### src/rtl/game_flow_controller_pkg.sv
// Shared types and default timing constants for the game flow controller.
package game_flow_controller_pkg;

    typedef enum logic [2:0] {
        TITLE     = 3'd0,
        SERVE     = 3'd1,
        PLAY      = 3'd2,
        LIFE_LOST = 3'd3,
        GAME_OVER = 3'd4
    } game_state_t;

    localparam int unsigned STATE_W         = 3;
    localparam int unsigned LIVES_W         = 4;
    localparam int unsigned WAVE_W          = 8;

    localparam int unsigned LIVES_INIT       = 3;
    localparam int unsigned SERVE_FRAMES     = 60;
    localparam int unsigned LIFE_LOST_FRAMES = 90;
    localparam int unsigned GAMEOVER_FRAMES  = 180;

endpackage

### src/rtl/game_flow_controller_frame_timer.sv
// Frame counter shared by the timed states; done_c fires on the n-th counted fsync.
module game_flow_controller_frame_timer #(
    parameter int unsigned TIMER_W = 8
) (
    input  logic             pixel_clk,
    input  logic             rst,
    input  logic             clear,
    input  logic             fsync,
    input  logic [TIMER_W:0] n,
    output logic             done_c
);

    localparam int unsigned CNT_W = TIMER_W + 1;

    logic [TIMER_W-1:0] timer_q;

    // clear marks the state-entry cycle, so an fsync there is discarded
    always_ff @(posedge pixel_clk) begin
        if (rst || clear) begin
            timer_q <= '0;
        end else if (fsync) begin
            timer_q <= timer_q + TIMER_W'(1);
        end
    end

    assign done_c = fsync && !clear && ({1'b0, timer_q} == (n - CNT_W'(1)));

endmodule

### src/rtl/game_flow_controller.sv
// Top-level game sequencer: state machine, lives/wave counters and overlay/strobe outputs.
module game_flow_controller #(
    parameter int unsigned LIVES_INIT       = game_flow_controller_pkg::LIVES_INIT,
    parameter int unsigned SERVE_FRAMES     = game_flow_controller_pkg::SERVE_FRAMES,
    parameter int unsigned LIFE_LOST_FRAMES = game_flow_controller_pkg::LIFE_LOST_FRAMES,
    parameter int unsigned GAMEOVER_FRAMES  = game_flow_controller_pkg::GAMEOVER_FRAMES,
    parameter int unsigned TIMER_W          = 8
) (
    input  logic       pixel_clk,
    input  logic       rst,
    input  logic       fsync,
    input  logic       start_btn,
    input  logic       ball_lost,
    input  logic       wave_clear,
    output logic [2:0] state,
    output logic [3:0] lives,
    output logic [7:0] wave,
    output logic       freeze,
    output logic       rst_objects,
    output logic       ball_release,
    output logic       show_title,
    output logic       show_gameover
);

    import game_flow_controller_pkg::*;

    localparam int unsigned CNT_W = TIMER_W + 1;

    localparam logic [2:0] ST_TITLE     = 3'(TITLE);
    localparam logic [2:0] ST_SERVE     = 3'(SERVE);
    localparam logic [2:0] ST_PLAY      = 3'(PLAY);
    localparam logic [2:0] ST_LIFE_LOST = 3'(LIFE_LOST);
    localparam logic [2:0] ST_GAME_OVER = 3'(GAME_OVER);

    logic [STATE_W-1:0] state_n;
    logic [LIVES_W-1:0] lives_n;
    logic [WAVE_W-1:0]  wave_n;
    logic               start_q;
    logic               start_edge_c;
    logic               entry_q;
    logic               timer_done_c;
    logic [TIMER_W:0]   timer_len_c;

    assign start_edge_c = start_btn && !start_q;

    // frame budget of whichever timed state is active
    always_comb begin
        timer_len_c = CNT_W'(GAMEOVER_FRAMES);
        case (state)
            ST_SERVE:     timer_len_c = CNT_W'(SERVE_FRAMES);
            ST_LIFE_LOST: timer_len_c = CNT_W'(LIFE_LOST_FRAMES);
            default:      timer_len_c = CNT_W'(GAMEOVER_FRAMES);
        endcase
    end

    game_flow_controller_frame_timer #(
        .TIMER_W (TIMER_W)
    ) u_frame_timer (
        .pixel_clk (pixel_clk),
        .rst       (rst),
        .clear     (entry_q),
        .fsync     (fsync),
        .n         (timer_len_c),
        .done_c    (timer_done_c)
    );

    // next-state and counter update
    always_comb begin
        state_n = state;
        lives_n = lives;
        wave_n  = wave;
        case (state)
            ST_TITLE: begin
                if (start_edge_c) begin
                    state_n = ST_SERVE;
                    lives_n = LIVES_W'(LIVES_INIT);
                    wave_n  = WAVE_W'(1);
                end
            end
            ST_SERVE: begin
                if (timer_done_c) begin
                    state_n = ST_PLAY;
                end
            end
            ST_PLAY: begin
                if (wave_clear) begin
                    state_n = ST_SERVE;
                    if (wave != {WAVE_W{1'b1}}) begin
                        wave_n = wave + WAVE_W'(1);
                    end
                end else if (ball_lost) begin
                    if (lives > LIVES_W'(1)) begin
                        state_n = ST_LIFE_LOST;
                        lives_n = lives - LIVES_W'(1);
                    end else begin
                        state_n = ST_GAME_OVER;
                        lives_n = '0;
                    end
                end
            end
            ST_LIFE_LOST: begin
                if (timer_done_c) begin
                    state_n = ST_SERVE;
                end
            end
            ST_GAME_OVER: begin
                if (timer_done_c) begin
                    state_n = ST_TITLE;
                end
            end
            default: begin
                state_n = ST_TITLE;
            end
        endcase
    end

    // state, counters and registered decodes of the next state
    always_ff @(posedge pixel_clk) begin
        if (rst) begin
            state         <= ST_TITLE;
            lives         <= '0;
            wave          <= '0;
            freeze        <= 1'b1;
            rst_objects   <= 1'b0;
            ball_release  <= 1'b0;
            show_title    <= 1'b1;
            show_gameover <= 1'b0;
            start_q       <= 1'b0;
            entry_q       <= 1'b1;
        end else begin
            state         <= state_n;
            lives         <= lives_n;
            wave          <= wave_n;
            freeze        <= (state_n != ST_PLAY);
            rst_objects   <= (state_n == ST_SERVE) && (state != ST_SERVE);
            ball_release  <= (state_n == ST_PLAY) && (state != ST_PLAY);
            show_title    <= (state_n == ST_TITLE);
            show_gameover <= (state_n == ST_GAME_OVER);
            start_q       <= start_btn;
            entry_q       <= (state_n != state);
        end
    end

endmodule

### config.mk
export PLATFORM = sky130hd
export DESIGN_NAME = game_flow_controller
export DESIGN_NICKNAME = d
export VERILOG_FILES = /design/src/rtl/game_flow_controller_pkg.sv /design/src/rtl/game_flow_controller_frame_timer.sv /design/src/rtl/game_flow_controller.sv
export SDC_FILE = /design/constraint.sdc
export NUM_CORES = 1
export LEC_CHECK = 0
export CAP_MARGIN = 20
export CELL_PAD_IN_SITES_DETAIL_PLACEMENT = 1
export CELL_PAD_IN_SITES_GLOBAL_PLACEMENT = 2
export CORE_MARGIN = 2
export CORE_UTILIZATION = 33
export CTS_BUF_LIST = sky130_fd_sc_hd__clkbuf_4
export DETAILED_ROUTE_END_ITERATION = 10
export GPL_ROUTABILITY_DRIVEN = 1
export GPL_TIMING_DRIVEN = 0
export PLACE_DENSITY = 0.92
export SYNTH_ARGS = -nofsm -noshare
export SYNTH_HDL_FRONTEND = slang
export SYNTH_SLANG_ARGS = --single-unit
### constraint.sdc
create_clock -name pixel_clk -period 2.38 [get_ports pixel_clk]
set_clock_uncertainty 0.05 [all_clocks]
set_input_delay 0.714 -clock pixel_clk [delete_from_list [all_inputs] [get_ports pixel_clk]]
set_output_delay 0.714 -clock pixel_clk [all_outputs]
set_load 0.05 [all_outputs]
**After elaboration in Yosys (flattened, before gate mapping)**

Cells that the tools add are included.

- Register bits after elaboration: 30
- Bits in latches: 0
- Memory bits (writable): 0
- ROM bits: 0
- Memories kept: 0

- Add/sub/neg operators: 4
- Multipliers: 0
- Div/mod/pow operators: 0
- Order comparisons: 1
- Eq/ne operators: 18
- Shifts and indexed selects: 0
- Mux-type cells: 18
- Bitwise logic cells: 0
- Reduce and logical (&&, ||, !) cells: 13

Operators by type and width:

| cell | count |
|---|---|
| 8-bit one-hot mux with 2 select lines | 2 |
| 8-bit 2-to-1 mux | 3 |
| 3-bit 2-to-1 mux | 7 |
| 8-bit by 1-bit adder with 8-bit output, second input constant | 2 |
| 4-bit 2-to-1 mux | 4 |
| 3-bit one-hot mux with 5 select lines | 1 |
| 2-bit inequality test, second input constant | 5 |
| 3-bit by 2-bit == test with 1-bit output, second input constant | 3 |
| 8-bit by 9-bit == test with 1-bit output | 1 |
| 8-bit by 1-bit subtractor with 9-bit output, second input constant | 1 |
| 8-bit inequality test, second input constant | 1 |
| 4-bit one-hot mux with 2 select lines | 1 |
| 4-bit AND reduction | 2 |
| 3-bit by 1-bit == test with 1-bit output, second input constant | 2 |
| 3-bit == test, second input constant | 2 |
| 3-bit zero test | 2 |
| 3-bit by 2-bit inequality test with 1-bit output, second input constant | 2 |
| 1-bit logical AND | 5 |
| 4-bit by 1-bit greater-than comparator with 1-bit output, second input constant | 1 |
| 4-bit by 1-bit subtractor with 4-bit output, second input constant | 1 |
| 3-bit by 1-bit inequality test with 1-bit output, second input constant | 1 |
| 3-bit inequality test | 1 |
| 1-bit zero test | 2 |
| 2-bit nonzero test | 1 |
| 1-bit logical OR | 1 |

**Longest topological paths before layout**

- Depth in word-level cells: 9
- Gate-level depth with buffers: 7
- Depth with buffers taken out: 7

**Modules after synthesis**

A second synthesis with hierarchy kept.

- Cells, all modules: 217
- Area, all modules: 1760.4 µm²

Modules (own cells, without submodules):

| module | instances | cells an instance | area each (µm²) |
|---|---|---|---|
| game_flow_controller | 1 | 132 | 1102.3 |
| game_flow_controller_frame_timer | 1 | 85 | 658.1 |

**Least setup slack after synthesis**

OpenSTA, ideal clock, no wires.

- Kind: reg-to-reg
- Start point: register state[1]
- End point: register freeze
- Library setup time: 0.127 ns
- Arrival time: 2.033 ns
- Data required time: 2.203 ns
- Setup slack: 0.170 ns
- Stages on the path, launching flop included: 7
- Clock period less this slack: 2.210 ns
- Cells stage by stage: dfxtp_1 -> buf_2 -> and3b_1 -> mux2i_2 -> o211a_4 -> o211ai_4 -> or3b_1

- Longest elaborated chain between the ends: 8

RTL lines:

| what | line | text |
|---|---|---|
| start: declaration | game_flow_controller.sv:15 | `output logic [2:0] state,` |
| start signal: assignment | game_flow_controller.sv:131 | `state <= state_n;` |
| 3-bit by 2-bit == test with 1-bit output or 3-bit by 1-bit == test with 1-bit output (tied branches) | game_flow_controller.sv:49, game_flow_controller.sv:72 |  |
| 8-bit one-hot mux with 2 select lines | game_flow_controller.sv:49 | `case (state)` |
| 8-bit by 1-bit subtractor with 9-bit output | game_flow_controller_frame_timer.sv:26 | `assign done_c = fsync && !clear && ({1'b0, timer_q} == (n - CNT_W'(1)));` |
| 8-bit by 9-bit == test with 1-bit output | game_flow_controller_frame_timer.sv:26 |  |
| 1-bit logical AND | game_flow_controller_frame_timer.sv:26 |  |
| 3-bit 2-to-1 mux, on equally long branches | game_flow_controller.sv:107, game_flow_controller.sv:81, game_flow_controller.sv:102 |  |
| 3-bit one-hot mux with 5 select lines (*) | game_flow_controller.sv:72 | `case (state)` |
| 3-bit by 2-bit inequality test with 1-bit output (*) | game_flow_controller.sv:134 | `freeze <= (state_n != ST_PLAY);` |
| end signal: assignment | game_flow_controller.sv:134 |  |
| end: declaration | game_flow_controller.sv:18 | `output logic freeze,` |

Mark *: on every way between the ends. The rest lies on a longest branch, timed or not.
A chain may end at the register's enable or synchronous reset.

**Worst setup path after layout**

- Start point: register wave[5]
- End point: output port wave[5]

RTL lines:

| what | line | text |
|---|---|---|
| start: declaration | game_flow_controller.sv:17 | `output logic [7:0] wave,` |
| start signal: assignment | game_flow_controller.sv:133 | `wave <= wave_n;` |

No word-level cell between the ends.

==> impl_results.md <==
- VDD IR max: 0.0001745 V
- Post-route minimum period: ~2.3 ns
- N_diodes: 0
- Core ar.: 0.004692 mm2
- Worst min path class: register to register
- Seq. cell area: 600.6 um2
- Clock sinks: 30
- Via count: roughly 1400
- Detailed placement HPWL: between 2000 and 3000 um
- Vias in the first global route: between 1000 and 1500
- Commonest non-fill, non-tap cell in the layout: dfxtp_1
- Average wire per standard cell: 13.59 um
- Total track usage: 14.30%
- Placed Area: roughly 0.0019 mm2
- Synth area leaders: dfxtp_1, a21oi_1, nor2_1
- Top-area cell type share of the netlist area: 37.62%
- Die area: 0.005410 mm2
- Setup_tns: 0 ns
- CP Max Fanout: 4
- Buf/Inv on CP: 1
- Worst path slowest cell: clkdlybuf4s50_1
- P_leak: 0.7636 nW
- Worst slew pin tran: 0.6118 ns
- Initial Util: 34.03%
- Switching Power: 275.6 uW
- Site row count: 25
- Layout Nets: 220
- Antenna violations before repair: 0
- Die height: 73.56 um
- Switching fraction of total power: 28.56%
- Crit Path Class: register to primary output
- Slowest stage delay, CP: 0.82 ns
- Clock power share: 30.7%
- Synth warn: 0
- Post-Synthesis Cell Area: 0.001597 mm2
- RSZ-0062 raised after global routing: no
- Total Power: 964.8 uW
- Gr ovfl total: 0
- Status: completed
- Routed WL: 3602 um
- Gpl congestion: a little under 0.8
- Layout fillers: 550
- TritonRoute pass-1 iters: 4
- Final core utilization: 41.95%
- Initial drt markers: 42
- Remaining DRCs: 0
- Final Hold Fails: 0
- IO Pins: 26
- Setup violators final: 0
- Post-route clock period utilization: 97.33%
- Worst Path Required: 1.62 ns
- Post-route cell area: roughly 0.002 mm2
- Rel. slew slack: 58.90%
- Hold-fix buffers at CTS: 0
- Die width: 73.56 um
- Pwr dens: 490.2 mW/mm2
- Max-cap viol count: 0
- Seq cells post-synth: 30
- Crit path max-delay family: buffers and inverters
- Register share of total power: 54.2%
- Area Growth Syn to Fin: 23.28%
- Crit path capture type: primary output
- Comb pwr share: 15.1%
- First-pass GRT wire length: 6051 um
- Critical Path AT: 1.55 ns
- H-tree depth: 2
- Clk Tree Root Cell: clkbuf_4
- P_int: 689.2 uW
- Clock-pin slew on the worst setup and hold paths: 0.10 ns
- Fin. max-slew vios: 0
- Clk buf depth: 2
- Post-Synthesis Cells: ~180
- Worst-Skew Late Latency: 0.32 ns
- Maximum clock rate: 0.4317 GHz
- CTS tree: built
- Syn Nets: 189
- Most frequent cells in the layout: dfxtp_1, nor2_1, clkdlybuf4s50_1
- Biggest area consumer among synthesized cells: dfxtp_1
- Worst path cell trace: clkdlybuf4s50_1
- Area occupied by multi-input gates: 929.6 um2
- Register area share after synthesis: between 30% and 40%
- Port bufs: 24
- Total CTS buffers: 5
- ANT nets after route: 0
- Startpoint types: register
- Yosys cell types: between 40 and 50
- Pin count of the biggest net entering global routing: 11
- Vias/cell: 5.219
- Avg Cell Area, Syn: 8.919 um2
- Share of cells above drive strength 1: 12.80%
-- timing repair --
item | 4_1_cts | 5_1_grt
buffers inserted | 0 | 0
setup endpoints to repair | 2 | 5
pin swaps | 0 | 0
resized for setup | 2 | 5
-- layout make-up --
type                    count  area share, %
flip-flops and latches     30          30.51
multi-input cells         135          47.23
inverters                   7          1.335
well taps                  54          3.433
repair buffers             24          12.71
clock inverters             2         0.4450
plain buffers               7          2.034
clock buffers               6          2.289
-- flip-flops by register name (all words and copies together) (netlist names) --
| name | flops |
|---|---|
| state | 3 |
| u_frame_timer.timer_q | 8 |
| entry_q | 1 |
| freeze | 1 |
| show_gameover | 1 |
| rst_objects | 1 |
| lives | 4 |
| wave | 8 |
| ball_release | 1 |
| start_q | 1 |
| show_title | 1 |
-- path summary, 6_finish.rpt --
check | from | cells after the start | slack [ns] | endpoint
setup reg to reg | state[1] | 6 | 0.36 | freeze
hold reg to reg | lives[1] | 2 | 0.44 | lives[1]
setup / recovery | wave[5] | 1 | 0.06 | wave[5]
hold / removal | lives[1] | 2 | 0.44 | lives[1]
-- power by group through the flow --
stage	Sequential, mW	Combinational (mW)	Clock [mW]
global placement	0.535	0.145	0
CTS	0.523	0.147	0.316
detailed placement	0.535	0.147	0
floorplan	0.563	0.0710	0
global route	0.525	0.158	0.332
finish	0.523	0.145	0.297
-- synthesized netlist by cell type, drive strengths merged --
library cell and instances:
a21boi 1, or3b 3, nor3b 2, a21oi 16
nor4 1, or2 1, nand2 12, nor2 19
o21ai 9, or3 2, a211oi 4, a311oi 1
o311ai 1, and2 1, o21a 2, or4 1
nand2b 4, o21bai 2, o211ai 3, nand3 9
nand4b 2, xnor2 8, o2111ai 1, nor3 5
o2111a 1, o211a 1, nor4b 1, clkbuf 3
and3b 1, buf 4, nor2b 4, nand3b 2
inv 7, dfxtp 30, xor2 3, ha 4
mux2i 2, a211o 1, a31o 1, nand4 4
-- per-stage QoR --
step | std cells | setup WS [ns] | hold slack, ns
final | 265 | 0.06365 | 0.4434
after global routing | 265 | 0.004890 | 0.4737
after CTS | 265 | 0.001285 | 0.4491
after detailed placement | 257 | -0.1526 | 0.4351
after global placement | 257 | -0.1465 | 0.4215
after floorplan | 179 | 0.1699 | 0.4309
-- cells by family after synthesis --
family | after synthesis | synth area share [%]
AND/OR/NAND/NOR | 74 | 26.10
AO/OA/AOI/OAI | 44 | 21.47
flip-flops | 30 | 37.62
buffers and inverters | 14 | 4.154
XOR/XNOR | 11 | 6.035
adder cells (fa/ha/maj) | 4 | 3.135
multiplexers | 2 | 1.489
-- metal layers --
metal | global-route usage [%] | up-vias | part of all wire (%)
li1 | - | 704 | -
met1 | 19.01 | 651 | 52
met2 | 22.22 | 26 | 44
met3 | 4.527 | 2 | 3.1
met4 | 4.040 | 0 | 0.69
met5 | 0 | - | 0
Note: power is estimated with default switching activity, not from simulation.
